==> src/rtl/port_fifo_responder_if.sv <==
// Port bus plus peripheral-side FIFO handshakes for port_fifo_responder.
// master = CPU initiator / peripheral driver side, slave = the responder.
interface port_fifo_responder_if #(
  parameter int WORD_WIDTH = 16
) ();
  logic [WORD_WIDTH-1:0] portaddr;
  logic [WORD_WIDTH-1:0] portval;
  logic                  portget;
  logic                  portset;
  logic [WORD_WIDTH-1:0] portout;
  logic                  port_ack;
  logic [WORD_WIDTH-1:0] tx_data;
  logic                  tx_valid;
  logic                  tx_ready;
  logic [WORD_WIDTH-1:0] rx_data;
  logic                  rx_valid;
  logic                  rx_ready;

  modport master (
    output portaddr, portval, portget, portset, tx_ready, rx_data, rx_valid,
    input  portout, port_ack, tx_data, tx_valid, rx_ready
  );

  modport slave (
    input  portaddr, portval, portget, portset, tx_ready, rx_data, rx_valid,
    output portout, port_ack, tx_data, tx_valid, rx_ready
  );
endinterface

==> src/rtl/port_fifo_responder.sv <==
// I/O port target bridging a 4-word window to a TX FIFO (CPU->peripheral)
// and an RX FIFO (peripheral->CPU), with sticky overflow/underflow flags.

module port_fifo_responder_fifo #(
  parameter int W  = 16,
  parameter int AW = 3
) (
  input  logic          clk,
  input  logic          reset_n,
  input  logic          push,
  input  logic          pop,
  input  logic          flush,
  input  logic [W-1:0]  wdata,
  output logic [W-1:0]  rdata,
  output logic [AW:0]   count,
  output logic          empty,
  output logic          full
);
  localparam int unsigned DEPTH = 1 << AW;

  logic [W-1:0]  r_mem [DEPTH];
  logic [AW-1:0] r_wr;
  logic [AW-1:0] r_rd;
  logic [AW:0]   r_cnt;
  logic          w_push;
  logic          w_pop;

  assign empty  = (r_cnt == '0);
  assign full   = (r_cnt == (AW+1)'(DEPTH));
  assign count  = r_cnt;
  assign rdata  = r_mem[r_rd];
  // Push is refused when full even if a pop happens in the same cycle.
  assign w_push = push & ~full;
  assign w_pop  = pop & ~empty;

  always_ff @(posedge clk or negedge reset_n) begin
    if (!reset_n) begin
      r_wr  <= '0;
      r_rd  <= '0;
      r_cnt <= '0;
    end else if (flush) begin
      r_wr  <= '0;
      r_rd  <= '0;
      r_cnt <= '0;
    end else begin
      if (w_push) r_wr <= r_wr + 1'b1;
      if (w_pop)  r_rd <= r_rd + 1'b1;
      r_cnt <= r_cnt + {{AW{1'b0}}, w_push} - {{AW{1'b0}}, w_pop};
    end
  end

  always_ff @(posedge clk) begin
    if (w_push && !flush) r_mem[r_wr] <= wdata;
  end
endmodule

module port_fifo_responder #(
  parameter int                    WORD_WIDTH = 16,
  parameter logic [WORD_WIDTH-1:0] BASE_ADDR  = 16'h0010,
  parameter int                    DEPTH_LOG2 = 3
) (
  input  logic                  clk,
  input  logic                  reset_n,
  port_fifo_responder_if.slave  bus
);
  localparam int CW = DEPTH_LOG2 + 1;

  logic [1:0]            w_off;
  logic                  w_hit, w_set, w_get;
  logic                  w_tx_push, w_tx_pop, w_tx_flush, w_tx_empty, w_tx_full;
  logic                  w_rx_push, w_rx_pop, w_rx_flush, w_rx_empty, w_rx_full;
  logic                  w_ovf, w_unf, w_stat_get;
  logic [CW-1:0]         w_tx_cnt, w_rx_cnt;
  logic [WORD_WIDTH-1:0] w_tx_head, w_rx_head, w_rdata;
  logic [15:0]           w_status;

  logic [WORD_WIDTH-1:0] r_portout;
  logic                  r_ack;
  logic                  r_tx_ovf;
  logic                  r_rx_unf;

  function automatic logic [3:0] sat4(input logic [CW-1:0] c);
    logic [31:0] wide;
    wide = 32'(c);
    return (wide > 32'd15) ? 4'hF : wide[3:0];
  endfunction

  assign w_off = bus.portaddr[1:0];
  assign w_hit = (bus.portaddr[WORD_WIDTH-1:2] == BASE_ADDR[WORD_WIDTH-1:2]);
  // A simultaneous get+set is a set only.
  assign w_set = w_hit & bus.portset;
  assign w_get = w_hit & bus.portget & ~bus.portset;

  assign w_tx_push  = w_set & (w_off == 2'd0);
  assign w_ovf      = w_tx_push & w_tx_full;
  assign w_tx_flush = w_set & (w_off == 2'd2) & bus.portval[0];
  assign w_rx_flush = w_set & (w_off == 2'd2) & bus.portval[1];
  assign w_tx_pop   = ~w_tx_empty & bus.tx_ready;

  assign w_rx_push  = bus.rx_valid & ~w_rx_full;
  assign w_rx_pop   = w_get & (w_off == 2'd0) & ~w_rx_empty;
  // Empty at sample time is an underflow even if a push lands this cycle.
  assign w_unf      = w_get & (w_off == 2'd0) & w_rx_empty;
  assign w_stat_get = w_get & (w_off == 2'd1);

  port_fifo_responder_fifo #(.W(WORD_WIDTH), .AW(DEPTH_LOG2)) u_tx (
    .clk(clk), .reset_n(reset_n),
    .push(w_tx_push), .pop(w_tx_pop), .flush(w_tx_flush),
    .wdata(bus.portval), .rdata(w_tx_head), .count(w_tx_cnt),
    .empty(w_tx_empty), .full(w_tx_full)
  );

  port_fifo_responder_fifo #(.W(WORD_WIDTH), .AW(DEPTH_LOG2)) u_rx (
    .clk(clk), .reset_n(reset_n),
    .push(w_rx_push), .pop(w_rx_pop), .flush(w_rx_flush),
    .wdata(bus.rx_data), .rdata(w_rx_head), .count(w_rx_cnt),
    .empty(w_rx_empty), .full(w_rx_full)
  );

  always_comb begin
    w_status       = '0;
    w_status[0]    = w_tx_empty;
    w_status[1]    = w_tx_full;
    w_status[2]    = w_rx_empty;
    w_status[3]    = w_rx_full;
    w_status[4]    = r_tx_ovf;
    w_status[5]    = r_rx_unf;
    w_status[11:8] = sat4(w_rx_cnt);
    w_status[15:12] = sat4(w_tx_cnt);
  end

  always_comb begin
    w_rdata = '0;
    case (w_off)
      2'd0:    w_rdata = w_rx_empty ? '0 : w_rx_head;
      2'd1:    w_rdata = WORD_WIDTH'(w_status);
      default: w_rdata = '0;
    endcase
  end

  always_ff @(posedge clk or negedge reset_n) begin
    if (!reset_n) begin
      r_portout <= '0;
      r_ack     <= 1'b0;
      r_tx_ovf  <= 1'b0;
      r_rx_unf  <= 1'b0;
    end else begin
      r_ack <= w_set | w_get;
      if (w_get) r_portout <= w_rdata;
      // STATUS read clears the sticky bits; a same-cycle event re-sets them.
      r_tx_ovf <= (r_tx_ovf & ~w_stat_get) | w_ovf;
      r_rx_unf <= (r_rx_unf & ~w_stat_get) | w_unf;
    end
  end

  assign bus.portout  = r_portout;
  assign bus.port_ack = r_ack;
  assign bus.tx_data  = w_tx_head;
  assign bus.tx_valid = ~w_tx_empty;
  assign bus.rx_ready = ~w_rx_full;
endmodule

==> src/flat_wrapper.sv <==
// flat-port wrapper written by rule: the top's interface ports become plain ports
module port_fifo_responder_flat 
#(
  parameter int                    WORD_WIDTH = 16,
  parameter logic [WORD_WIDTH-1:0] BASE_ADDR  = 16'h0010,
  parameter int                    DEPTH_LOG2 = 3
)
  (clk, reset_n, bus_portaddr, bus_portval, bus_portget, bus_portset, bus_tx_ready, bus_rx_data, bus_rx_valid, bus_portout, bus_port_ack, bus_tx_data, bus_tx_valid, bus_rx_ready);
  port_fifo_responder_if #(.WORD_WIDTH(WORD_WIDTH)) bus_i ();
  input  logic clk;
  input  logic reset_n;
  input wire logic [$bits(bus_i.portaddr)-1:0] bus_portaddr;
  input wire logic [$bits(bus_i.portval)-1:0] bus_portval;
  input wire logic [$bits(bus_i.portget)-1:0] bus_portget;
  input wire logic [$bits(bus_i.portset)-1:0] bus_portset;
  input wire logic [$bits(bus_i.tx_ready)-1:0] bus_tx_ready;
  input wire logic [$bits(bus_i.rx_data)-1:0] bus_rx_data;
  input wire logic [$bits(bus_i.rx_valid)-1:0] bus_rx_valid;
  output wire logic [$bits(bus_i.portout)-1:0] bus_portout;
  output wire logic [$bits(bus_i.port_ack)-1:0] bus_port_ack;
  output wire logic [$bits(bus_i.tx_data)-1:0] bus_tx_data;
  output wire logic [$bits(bus_i.tx_valid)-1:0] bus_tx_valid;
  output wire logic [$bits(bus_i.rx_ready)-1:0] bus_rx_ready;
  assign bus_i.portaddr = bus_portaddr;
  assign bus_i.portval = bus_portval;
  assign bus_i.portget = bus_portget;
  assign bus_i.portset = bus_portset;
  assign bus_i.tx_ready = bus_tx_ready;
  assign bus_i.rx_data = bus_rx_data;
  assign bus_i.rx_valid = bus_rx_valid;
  assign bus_portout = bus_i.portout;
  assign bus_port_ack = bus_i.port_ack;
  assign bus_tx_data = bus_i.tx_data;
  assign bus_tx_valid = bus_i.tx_valid;
  assign bus_rx_ready = bus_i.rx_ready;
  port_fifo_responder #(.WORD_WIDTH(WORD_WIDTH), .BASE_ADDR(BASE_ADDR), .DEPTH_LOG2(DEPTH_LOG2)) u_core (.clk(clk), .reset_n(reset_n), .bus(bus_i));
endmodule
==> config.mk <==
export PLATFORM = sky130hd
export DESIGN_NAME = port_fifo_responder_flat
export DESIGN_NICKNAME = d
export VERILOG_FILES = /design/src/rtl/port_fifo_responder_if.sv /design/src/rtl/port_fifo_responder.sv /design/src/flat_wrapper.sv
export SDC_FILE = /design/constraint.sdc
export NUM_CORES = 1
export LEC_CHECK = 0
export CAP_MARGIN = 20
export CORE_MARGIN = 8
export CORE_UTILIZATION = 26
export CTS_CLUSTER_DIAMETER = 150
export DETAILED_ROUTE_END_ITERATION = 8
export PLACE_DENSITY_LB_ADDON = 0.12
export SLEW_MARGIN = 20
export SYNTH_ARGS = -nofsm -noshare
export SYNTH_HDL_FRONTEND = slang
export SYNTH_SLANG_ARGS = --single-unit
==> constraint.sdc <==
create_clock -name clk -period 3.8 [get_ports clk]
set_input_delay 0.76 -clock clk [delete_from_list [all_inputs] [get_ports clk]]
set_output_delay 0.76 -clock clk [all_outputs]
set_load 0.005 [all_outputs]
; ---- Word-level counts from Yosys, hierarchy flattened
; Memory sizes are Yosys's and may differ from the RTL's.
; Index checks and enable logic that the tools add are counted.
[word_totals]
ff_bits = 39
latch_bits = 0
ram_bits = 256
mem_bits_ro = 0
inputBits = 54
word_cells = 81
n_memories = 2
[memory_table]
columns = memory, depth, word_bits, read_ports, rd_ports_with_merged_regs, wr, line_no
row1 = u_core.u_rx.r_mem, 8, 16, 1, 0, 1, port_fifo_responder.sv:21  ; logic [W-1:0] r_mem [DEPTH];
row2 = u_core.u_tx.r_mem, 8, 16, 1, 0, 1, port_fifo_responder.sv:21
[classes]
add_sub_neg = 8
mul = 0
div_mod_pow = 0
n_lt_le_gt_ge = 0
n_eq_ne = 5
shifts = 0
muxes = 16
bitwise = 29
n_reduce_logical = 11
[ops]
columns = operator, n
row1 = one-hot mux 16 bit (2 select lines), 1
row2 = 2-to-1 mux 3 bit, 8
row3 = bitwise AND 1 bit, 20
row4 = 2-to-1 mux 16 bit, 1
row5 = "== test 14 x 3 -> 1 bit, second input constant", 1
row6 = "adder 3 x 1 -> 3 bit, second input constant", 4
row7 = adder 4 x 1 -> 4 bit, 2
row8 = "== test 4 bit, second input constant", 2
row9 = zero test 4 bit, 2
row10 = 2-to-1 mux 4 bit, 2
row11 = nonzero test 2 bit, 4
row12 = subtractor 4 x 1 -> 4 bit, 2
row13 = inverter 1 bit, 6
row14 = 2-to-1 mux 1 bit, 4
row15 = OR 1 bit, 3
row16 = "== test 2 x 1 -> 1 bit, second input constant", 1
row17 = "== test 2 bit, second input constant", 1
row18 = logical AND 1 bit, 2
row19 = zero test 1 bit, 2
row20 = zero test 2 bit, 1

; ---- Longest topological paths before layout
; Gate-level depths: netlist of run 1.
[depth]
depth_word = 8
depth_mapped = 13

; ---- Modules after synthesis
; Synthesis of run 1 repeated with hierarchy kept, for this count alone.
[hier_totals]
hier_cells = 604
area_unflattened_um2 = 12144.1
[by_module_without_submodules]
columns = module, n_inst, cells_each, area_each_um2, seq_area_each_um2
row1 = port_fifo_responder_fifo at u_core.u_tx, 1, 260, 5571.6, 4093.9
row2 = port_fifo_responder_fifo at u_core.u_rx, 1, 260, 5564.1, 4093.9
row3 = port_fifo_responder, 1, 84, 1008.5, 475.5

; ---- Worst setup path before layout of run 1
; No wires, ideal clock.
[synth_path]
kind = input to register
startpoint = input port bus_portaddr[4]
endpoint = memory u_core.u_rx.r_mem[3][0], enable pin
arrival_ns = 3.367
setup_slack_ns = -0.003
cell_stages = 6
path_buffers = 2
path_cell_list = nor4b_2 -> and4_1 -> buf_2 -> and4_1 -> buf_4 -> nor4b_1
[synth_via]
elab_chain_len = 8
[synth_rtl]
columns = item, line_no
row1 = "start, declared", flat_wrapper.sv:12  ; input wire logic [$bits(bus_i.portaddr)-1:0] bus_portaddr;
row2 = == test 14 x 3 -> 1 bit, port_fifo_responder.sv:89  ; assign w_hit = (bus.portaddr[WORD_WIDTH-1:2] == BASE_ADDR[WORD_WIDTH-1:2]);
row3 = bitwise AND 1 bit, port_fifo_responder.sv:91  ; assign w_set = w_hit & bus.portset;
row4 = bitwise AND 1 bit (2 in a row), port_fifo_responder.sv:97  ; assign w_rx_flush = w_set & (w_off == 2'd2) & bus.portval[1];
row5 = zero test 1 bit, port_fifo_responder.sv:53  ; if (w_push && !flush) r_mem[r_wr] <= wdata;
row6 = logical AND 1 bit, port_fifo_responder.sv:53
row7 = 2-to-1 mux 1 bit, port_fifo_responder.sv:53
row8 = 2-to-1 mux 1 bit (implied by the code), port_fifo_responder.sv:53
row9 = "end, declared", port_fifo_responder.sv:21
; No other way between the ends.

; ---- Final worst setup path of run 1
[layout_path]
startpoint = register u_core.u_tx.r_rd[0]
endpoint = output port bus_tx_data[1]
[layout_via]
elab_chain_len = 1
[layout_rtl]
columns = item, line_no
row1 = "start, declared", port_fifo_responder.sv:23  ; logic [AW-1:0] r_rd;
row2 = "start signal, assigned", port_fifo_responder.sv:47  ; if (w_pop) r_rd <= r_rd + 1'b1;
row3 = memory (8 x 16 bit), n/a
row4 = "end, declared", flat_wrapper.sv:21  ; output wire logic [$bits(bus_i.tx_data)-1:0] bus_tx_data;
; No other way between the ends.

==> results of run 1 <==
==> cells by family (layout without fill, tap and decap cells) <==
group / count (synthesis) / count (layout) / synth area share
adders and majority gates: 18 / 18 / 0.0201
AOI/OAI and AO/OA: 67 / 67 / 0.0361
muxes: 101 / 101 / 0.152
DFF: 295 / 295 / 0.724
xor gates and xnor gates: 8 / 8 / 0.00586
and+or+nand+nor: 83 / 83 / 0.0406
buffers and inverters: 53 / 197 / 0.0215
==> path summary, 6_finish.rpt <==
path	endpoint	depth (start not counted)	slack (ns)
setup / recovery	bus_tx_data[1]	4	0.42
hold / removal	u_core.bus.portout[8]	1	0.13
setup reg to reg	u_core.u_rx.count[1]	11	1.10
hold reg to reg	u_core.bus.portout[2]	1	0.51
max in group asynchronous	u_core.u_tx.r_rd[0]	2	3.16
min in group clk	u_core.bus.portout[2]	1	0.51
==> worst max-delay path, delay by kind of cell, from the launching register on <==
family / cells / cell delay [ns]
flip-flops: 1 / 0.42
multiplexers: 2 / 0.87
buffers and inverters: 2 / 0.83
==> area by class of cell <==
| type | count | area, µm² | share of cell area |
|---|---|---|---|
| clock buffers | 47 | 921 | 0.0620 |
| clock inverters | 11 | 136 | 0.00918 |
| inverters | 19 | 71.3 | 0.00480 |
| multi-input cells | 277 | 3140 | 0.212 |
| flip-flops and latches | 295 | 8670 | 0.583 |
| well taps | 600 | 751 | 0.0505 |
| repair buffers | 120 | 1170 | 0.0785 |
==> cells in the final DEF (no fill, tap or decap), drive strengths merged, types with 3 or more instances in the layout <==
| cell | instances |
|---|---|
| nor4b | 6 |
| clkbuf | 47 |
| o21ai | 6 |
| clkinv | 6 |
| nor2b | 8 |
| nor2 | 16 |
| xor2 | 4 |
| ha | 16 |
| nand4 | 3 |
| and4 | 3 |
| or3 | 3 |
| nand2 | 11 |
| clkdlybuf4s50 | 87 |
| o2bb2ai | 4 |
| inv | 21 |
| xnor2 | 4 |
| nor3 | 5 |
| buf | 33 |
| mux2 | 26 |
| nand3 | 8 |
| mux2i | 17 |
| a21oi | 28 |
| dfrtp | 39 |
| a22oi | 14 |
| nor4 | 11 |
| bufinv | 3 |
| nor3b | 3 |
| edfxtp | 256 |
| mux4 | 58 |
==> report_power, final <==
| part | leakage, nW | internal [mW] | switching (mW) | total, mW |
|---|---|---|---|---|
| Clock | 0.515 | 1.90 | 1.23 | 3.13 |
| Combinational | 1.57 | 1.02 | 0.888 | 1.91 |
| Sequential | 2.81 | 3.82 | 0.148 | 3.97 |
| Total | 4.90 | 6.75 | 2.27 | 9.01 |
==> state kept, by name, summed over array words and instances (netlist names) <==
signal,count
u_core.u_rx.count,4
u_core.u_rx.r_rd,3
u_core.u_rx.r_mem,128
u_core.u_tx.r_mem,128
u_core.bus.port_ack,1
u_core.bus.portout,16
u_core.u_tx.count,4
u_core.r_tx_ovf,1
u_core.u_tx.r_wr,3
u_core.r_rx_unf,1
u_core.u_tx.r_rd,3
u_core.u_rx.r_wr,3
==> metrics by stage <==
stage	total power, mW	utilization	TNS, ns
detailed placement	6.02	0.304	0
floorplan	5.16	-	-0.157
finish	9.01	0.327	0
global route	9.49	0.327	0
global placement	5.98	0.304	0
CTS	9.22	0.327	0
==> synth_stat cells, types with 2 or more instances <==
| library cell | number | area (µm²) |
|---|---|---|
| mux2i_1 | 17 | 170 |
| mux4_1 | 12 | 315 |
| clkbuf_1 | 11 | 41.3 |
| nor3_1 | 5 | 25.0 |
| buf_6 | 4 | 45.0 |
| edfxtp_1 | 256 | 7690 |
| ha_1 | 16 | 200 |
| buf_2 | 14 | 70.1 |
| nand2b_1 | 2 | 12.5 |
| a31oi_1 | 2 | 12.5 |
| or3b_2 | 2 | 17.5 |
| nand4_1 | 3 | 18.8 |
| buf_1 | 2 | 7.51 |
| nor3b_1 | 3 | 22.5 |
| a32oi_1 | 2 | 17.5 |
| and4_1 | 3 | 26.3 |
| nor2_1 | 16 | 60.1 |
| mux2_2 | 26 | 293 |
| dfrtp_1 | 39 | 976 |
| a21o_1 | 2 | 15.0 |
| xor2_1 | 4 | 35.0 |
| nor4_2 | 2 | 25.0 |
| or3_1 | 3 | 18.8 |
| xnor2_1 | 4 | 35.0 |
| a22oi_1 | 14 | 105 |
| fa_1 | 2 | 40.0 |
| o2bb2ai_1 | 4 | 35.0 |
| nand3_1 | 8 | 40.0 |
| a22o_1 | 2 | 17.5 |
| buf_4 | 3 | 22.5 |
| a21oi_1 | 28 | 140 |
| mux4_2 | 46 | 1040 |
| and2_1 | 2 | 12.5 |
| nand2_1 | 11 | 41.3 |
| nor2b_1 | 8 | 50.1 |
| nor4b_1 | 5 | 43.8 |
| nor4_1 | 9 | 56.3 |
| o21ai_0 | 6 | 30.0 |
| inv_1 | 19 | 71.3 |
==> routing by layer <==
metal | part of all wire | wire (µm) | global-route usage
met5 | 0.00044 | 13 | 0
met4 | 0.020 | 599 | 0.0323
met3 | 0.039 | 1140 | 0.0239
met2 | 0.51 | 15000 | 0.194
met1 | 0.43 | 12700 | 0.134
==> results.ini, run 1 <==
[sta]
max_freq_mhz = 296
holdWs_ns = 0.127
fin_crit_sh = 0.890
setup_violations = 0
finalMaxSlewViolations = 0
finalCriticalPeriod_ns = 3.38
tightest_slew_ns = 1.05
rsz0062_at_grt = false
relSlewSlack = 0.298
finClkSkew_ns = 0.0234
finalHoldViolCount = 0
setup_ws_ns = 0.419

[placement]
port_buffers = 88
dpl_cell_area_mm2 = 0.0138
dp_worst_setup_slack_ns = 0.255
gp_congestion = 0.709
dp.cells = 1310
dp_hpwl_um = 18600

[clocking]
clock_latency_ns = 0.52
cts_root_buf = clkbuf_16
post-cts-setup-buffers = 0
htree_levels = 2
cts_hold_buf = 0
cts_buffers = 35
post_cts_resized = 0
clk_path_buf_depth = 3
cts_tree = done
clkSlewWorstSetupHoldPaths_ns = 0.06
cts.sinks = 295

[global_route]
grt_max_degree = 40
grt_pass1_wl_um = 43600
grt_pass1_vias = 6840
antenna_found_initial = 1
overflow = 0
gr-usage-all-layers = 0.110

[finish]
fillers = 4328
fin_nets = 820
drive_gt1_frac = 0.226
syn_to_final_growth_pct = 24.2
stdcell_count = 1369
stdcell_area_mm2 = 0.0149
antenna_cells = 0

[synth]
async_flop_share = 0.132
synth-seq-cells = 295
synth_nets = 697
synth_cell_types = 47
synth_cells = 625
synth_edf_count = 256
avgSynthCellArea_um2 = 19.1
dominantRegCellSynth = edfxtp_1
netlist_area_mm2 = 0.0120
synth_warnings = 0
ys_seq_area_frac = 0.724

[setup_path]
worstReg2RegStart = u_core.u_rx.count[2]
path_cells = buf_4 -> mux4_2 -> mux2_2 -> clkdlybuf4s50_1
cp.arrival_ns = 2.62
cp.required_ns = 3.04
slowest_stage = mux4_2
crit_type = reg -> out
endpoint_kind = output pin
startpoint_type = register
worst_path_largest_cell_delay_ns = 0.56
startpoint = u_core.u_tx.r_rd[0]
critPathMaxFanout = 19

[die]
io_pins = 89
dieArea_mm2 = 0.0531
rows = 78
die-width_um = 231
die_h_um = 231
core_mm2 = 0.0454
initial_core_util = 0.264

[routing]
vias_per_cell = 4.50
vias = 6165
first_pass_iters = 4
wirelength_um = 29400
drt.antenna.violating_nets = 0
route.detailed.drc = 0
first_iter_violations = 347
routedWlPerCell_um = 21.5

[power]
vdd_ir_drop_max_mv = 0.295
p_leak_nw = 4.90
p_per_area_mw_per_mm2 = 607

[job]
cap_viol_max_count = 0

[status]
status = finished, final reports clean

[min_path]
hp-class = in -> async

(Power assumes the default switching activity.)
==> run 2, diff against run 1 <==
CTS_BUF_LIST = sky130_fd_sc_hd__clkbuf_4 sky130_fd_sc_hd__clkbuf_8   (was not set)
==> results.ini, run 2 (synthesis results as in run 1) <==
[setup_path]
cp.required_ns = 3.04
path_depth = 4
startpoint = u_core.u_tx.r_rd[0]
crit_type = reg -> out
critPathBufInv = 2
worstReg2RegStart = u_core.u_rx.count[2]
critPathTopFamily = multiplexers
rr_worst_depth = 11
path_cells = buf_4 -> mux4_2 -> mux2_2 -> clkdlybuf4s50_1
reg2reg_to = u_core.u_rx.count[1]
slowest_stage = mux4_2
critPathMaxFanout = 19
cp.arrival_ns = 2.72
worst_path_largest_cell_delay_ns = 0.56
startpoint_type = register
crit_path_end = bus_tx_data[13]
endpoint_kind = output pin
regToRegSetupSlack_ns = 1.09

[sta]
setup_violations = 0
finClkSkew_ns = 0.0279
rsz0062_at_grt = false
setup_ws_ns = 0.322
fin_crit_sh = 0.915
tightest_slew_ns = 1.04
finalCriticalPeriod_ns = 3.48
setup_tns_ns = 0
finalHoldViolCount = 0
max_freq_mhz = 288
finalMaxSlewViolations = 0
holdWs_ns = 0.140
relSlewSlack = 0.304

[clocking]
post_cts_resized = 0
cts_hold_buf = 0
clk_path_buf_depth = 3
cts_root_buf = clkbuf_8
cts_tree = done
post-cts-setup-buffers = 0
cts.sinks = 295
clkSlewWorstSetupHoldPaths_ns = 0.06
htree_levels = 2
cts_buffers = 52
clock_latency_ns = 0.61

[finish]
final_cell_mix = 256 x edfxtp_1, 87 x clkdlybuf4s50_1, 52 x clkbuf_8
multiInputGateArea_mm2 = 0.00314
drive_gt1_frac = 0.263
stdcell_count = 1403
regArea_mm2 = 0.00867
syn_to_final_growth_pct = 23.4
fillers = 4346
final_common_cell = edfxtp_1
stdcell_area_mm2 = 0.0148
antenna_cells = 0
fin_nets = 836

[placement]
dp_worst_setup_slack_ns = 0.255
dpl_cell_area_mm2 = 0.0138
dp_hpwl_um = 18600
port_buffers = 88
gp_congestion = 0.709
dp.cells = 1310

[global_route]
grt_max_degree = 40
antenna_found_initial = 1
use_met2 = 0.194
grt_pass1_wl_um = 44000
grtUsageMet1 = 0.132
busiest_layer = met2
grt_pass1_vias = 7024
use_met3 = 0.0259
overflow = 0
gr-usage-all-layers = 0.111

[die]
core_mm2 = 0.0454
initial_core_util = 0.264
die_h_um = 231
dieArea_mm2 = 0.0531
die-width_um = 231
io_pins = 89
rows = 78

[routing]
wirelength_um = 29700
drt.antenna.violating_nets = 0
vias_per_cell = 4.49
route.detailed.drc = 0
first_iter_violations = 390
first_pass_iters = 4
routedWlPerCell_um = 21.2
vias = 6298

[min_path]
hp-class = in -> async

[power]
p_leak_nw = 4.89
p_per_area_mw_per_mm2 = 586
vdd_ir_drop_max_mv = 0.245

[status]
status = finished, final reports clean

[job]
cap_viol_max_count = 0

run 2: cell type report:
class                   count  area share
multi-input cells         277       0.213
repair buffers            119      0.0778
clock buffers              66      0.0556
flip-flops and latches    295       0.587
inverters                  19     0.00483
well taps                 600      0.0509
clock inverters            27      0.0106
run 2: how the worst min path moves through the flow:
stage | startpoint | end | slack, ns
2_1_floorplan | reset_n | u_core.bus.port_ack | 0.46
3_3_place_gp | u_core.bus.portout[2] | u_core.bus.portout[2] | 0.50
3_5_place_dp | u_core.bus.portout[2] | u_core.bus.portout[2] | 0.49
4_1_cts | reset_n | u_core.bus.portout[8] | 0.31
5_1_grt | reset_n | u_core.bus.portout[8] | 0.15
6_report | reset_n | u_core.bus.portout[13] | 0.14
run 2: where the power goes:
group          total (mW)  switching, mW  internal (mW)
registers            3.97          0.147           3.82
clock network        2.77           1.28           1.48
logic                1.91          0.891           1.02
total                8.65           2.32           6.33
run 2: per-stage QoR:
step            util  total power [mW]
3_5_place_dp   0.304              6.02
4_1_cts        0.325              8.85
3_3_place_gp   0.304              5.98
5_1_grt        0.325              9.13
2_1_floorplan      -              5.16
6_report       0.325              8.65
run 2: layer usage:
metal | up-vias | part of all wire
li1 | 2835 | -
met1 | 3238 | 0.42
met2 | 161 | 0.51
met3 | 62 | 0.048
met4 | 2 | 0.025
met5 | - | 0.00044
==> run 3, diff against run 2 <==
SKIP_LAST_GASP = 1   (was not set)
clock period = 4.1 ns   (was 3.8 ns; I/O delays follow)
==> results.ini, run 3 (synthesis results as in run 1) <==
[setup_path]
worst_path_largest_cell_delay_ns = 0.57
startpoint_type = register
regToRegSetupSlack_ns = 1.16
endpoint_kind = output pin
crit_type = reg -> out
critPathMaxFanout = 20
rr_worst_depth = 9
worstReg2RegStart = u_core.u_rx.count[2]
slowest_stage = mux4_2
cp.required_ns = 3.28
path_cells = buf_4 -> mux4_2 -> mux2_2 -> clkdlybuf4s50_1
cp.arrival_ns = 2.66
reg2reg_to = u_core.u_rx.count[1]

[finish]
fillers = 4396
post-route-util = 0.326
final_common_cell = edfxtp_1
drive_gt1_frac = 0.266
stdcell_area_mm2 = 0.0148
final_cell_mix = 256 x edfxtp_1, 87 x clkdlybuf4s50_1, 54 x clkbuf_8
fin_nets = 837
syn_to_final_growth_pct = 23.8

[clocking]
clk_path_buf_depth = 3
clock_latency_ns = 0.62
clkSlewWorstSetupHoldPaths_ns = 0.06
post_cts_resized = 0
cts_tree = done
cts.sinks = 295
post-cts-setup-buffers = 0
htree_levels = 2
cts_buffers = 51
cts_root_buf = clkbuf_8

[power]
vdd_ir_drop_max_mv = 0.248
combPwrFrac = 0.217
intPower_mw = 5.99
power_frac_seq = 0.450
p_leak_nw = 4.92
clkPwrFrac = 0.333
power.switching_mw = 2.16
switching_share = 0.265
p_per_area_mw_per_mm2 = 550

[global_route]
overflow = 0
grt_pass1_vias = 7061
grt_max_degree = 35
grt_pass1_wl_um = 44800
busiest_layer = met2
grtUsageMet1 = 0.135
antenna_found_initial = 1
use_met2 = 0.190
use_met3 = 0.0297
gr-usage-all-layers = 0.112

[routing]
first_iter_violations = 247
first_pass_iters = 5
routedWlPerCell_um = 21.1
wirelength_um = 29700
route.detailed.drc = 0
vias_per_cell = 4.50
drt.antenna.violating_nets = 0
vias = 6327

[min_path]
min_path_cells = 2
whs_endpoint = u_core.bus.portout[6]
hp-class = reg -> reg
hold_path.startpoint = u_core.bus.portout[6]

[die]
initial_core_util = 0.264
io_pins = 89
die-width_um = 231
dieArea_mm2 = 0.0531
rows = 78
core_mm2 = 0.0454
die_h_um = 231

[sta]
finalCriticalPeriod_ns = 3.48
fin_crit_sh = 0.849
setup_violations = 0
relSlewSlack = 0.330
rsz0062_at_grt = false
finClkSkew_ns = 0.0415
tightest_slew_ns = 1.00
max_freq_mhz = 287
finalMaxSlewViolations = 0
finalHoldViolCount = 0
setup_tns_ns = 0

[placement]
dpl_cell_area_mm2 = 0.0137
dp_hpwl_um = 18900
port_buffers = 88
gp_congestion = 0.734

[job]
cap_viol_max_count = 0

[status]
status = finished, final reports clean

-- run 3: cell types whose count changed in the layout (fill, tap and decap cells not counted), moves of 2 or more --
cell | previous run | this run
clkbuf_8 | 52 | 54
clkbuf_4 | 14 | 18
clkinv_2 | 10 | 5
clkinvlp_4 | 3 | 1
buf_12 | 3 | 0
buf_4 | 29 | 32
-- run 3: routing by layer --
layer | vias up | share of wire | routed length, µm
li1 | 2826 | - | -
met1 | 3285 | 0.42 | 12600
met2 | 158 | 0.50 | 15000
met3 | 56 | 0.048 | 1430
met4 | 2 | 0.023 | 680
met5 | - | 0.00044 | 13
-- run 3: layout make-up --
type                            count  area [µm²]  area share
Timing Repair Buffer              121        1130      0.0761
Sequential cell                   295        8670       0.585
Inverter                           19        71.3     0.00482
Antenna cell                        1        2.50    0.000169
Multi-Input combinational cell    277        3140       0.212
Clock inverter                     22         165      0.0112
Tap cell                          600         751      0.0507
Clock buffer                       72         878      0.0593
-- run 3: worst max path at each step --
| stage | startpoint | endpoint | slack, ns | depth (start not counted) |
|---|---|---|---|---|
| global route | u_core.u_tx.r_rd[0] | bus_tx_data[1] | 0.44 | 4 |
| global placement | bus_portaddr[3] | u_core.u_rx.count[1] | 0.54 | 10 |
| floorplan | bus_portaddr[4] | u_core.u_rx.r_mem[3][0] | 0.24 | 6 |
| detailed placement | bus_portaddr[3] | u_core.u_rx.count[1] | 0.50 | 10 |
| CTS | u_core.u_tx.r_rd[0] | bus_tx_data[1] | 0.50 | 4 |
| finish | u_core.u_tx.r_rd[0] | bus_tx_data[11] | 0.62 | 4 |
-- run 3: what timing repair did --
item                                    4_1_cts  5_1_grt
hold endpoints to repair                      7        0
hold buffers                                  1        0
endpoints found under the setup margin        0        0
-- run 3: critical path: cells and delay by family (launching register included) --
kind | cells | cell delay, ns
multiplexers | 2 | 0.87
buffers and inverters | 2 | 0.83
flip-flops | 1 | 0.35
-- run 3: power groups by stage --
stage | sequential [mW] | combinational, mW | clock [mW]
4_1_cts | 3.66 | 1.84 | 2.82
2_1_floorplan | 3.68 | 1.11 | 0
3_5_place_dp | 3.72 | 1.83 | 0
3_3_place_gp | 3.71 | 1.78 | 0
6_report | 3.66 | 1.77 | 2.71
5_1_grt | 3.69 | 1.97 | 2.93
-- run 3: per-stage QoR --
stage	hold WS [ns]	setup slack [ns]	std cells	total power, mW
6_report	0.547	0.621	1407	8.14
5_1_grt	0.566	0.444	1406	8.59
4_1_cts	0.531	0.501	1406	8.33
3_5_place_dp	0.533	0.503	1311	5.55
3_3_place_gp	0.525	0.542	1311	5.49
2_1_floorplan	0.473	0.237	625	4.78
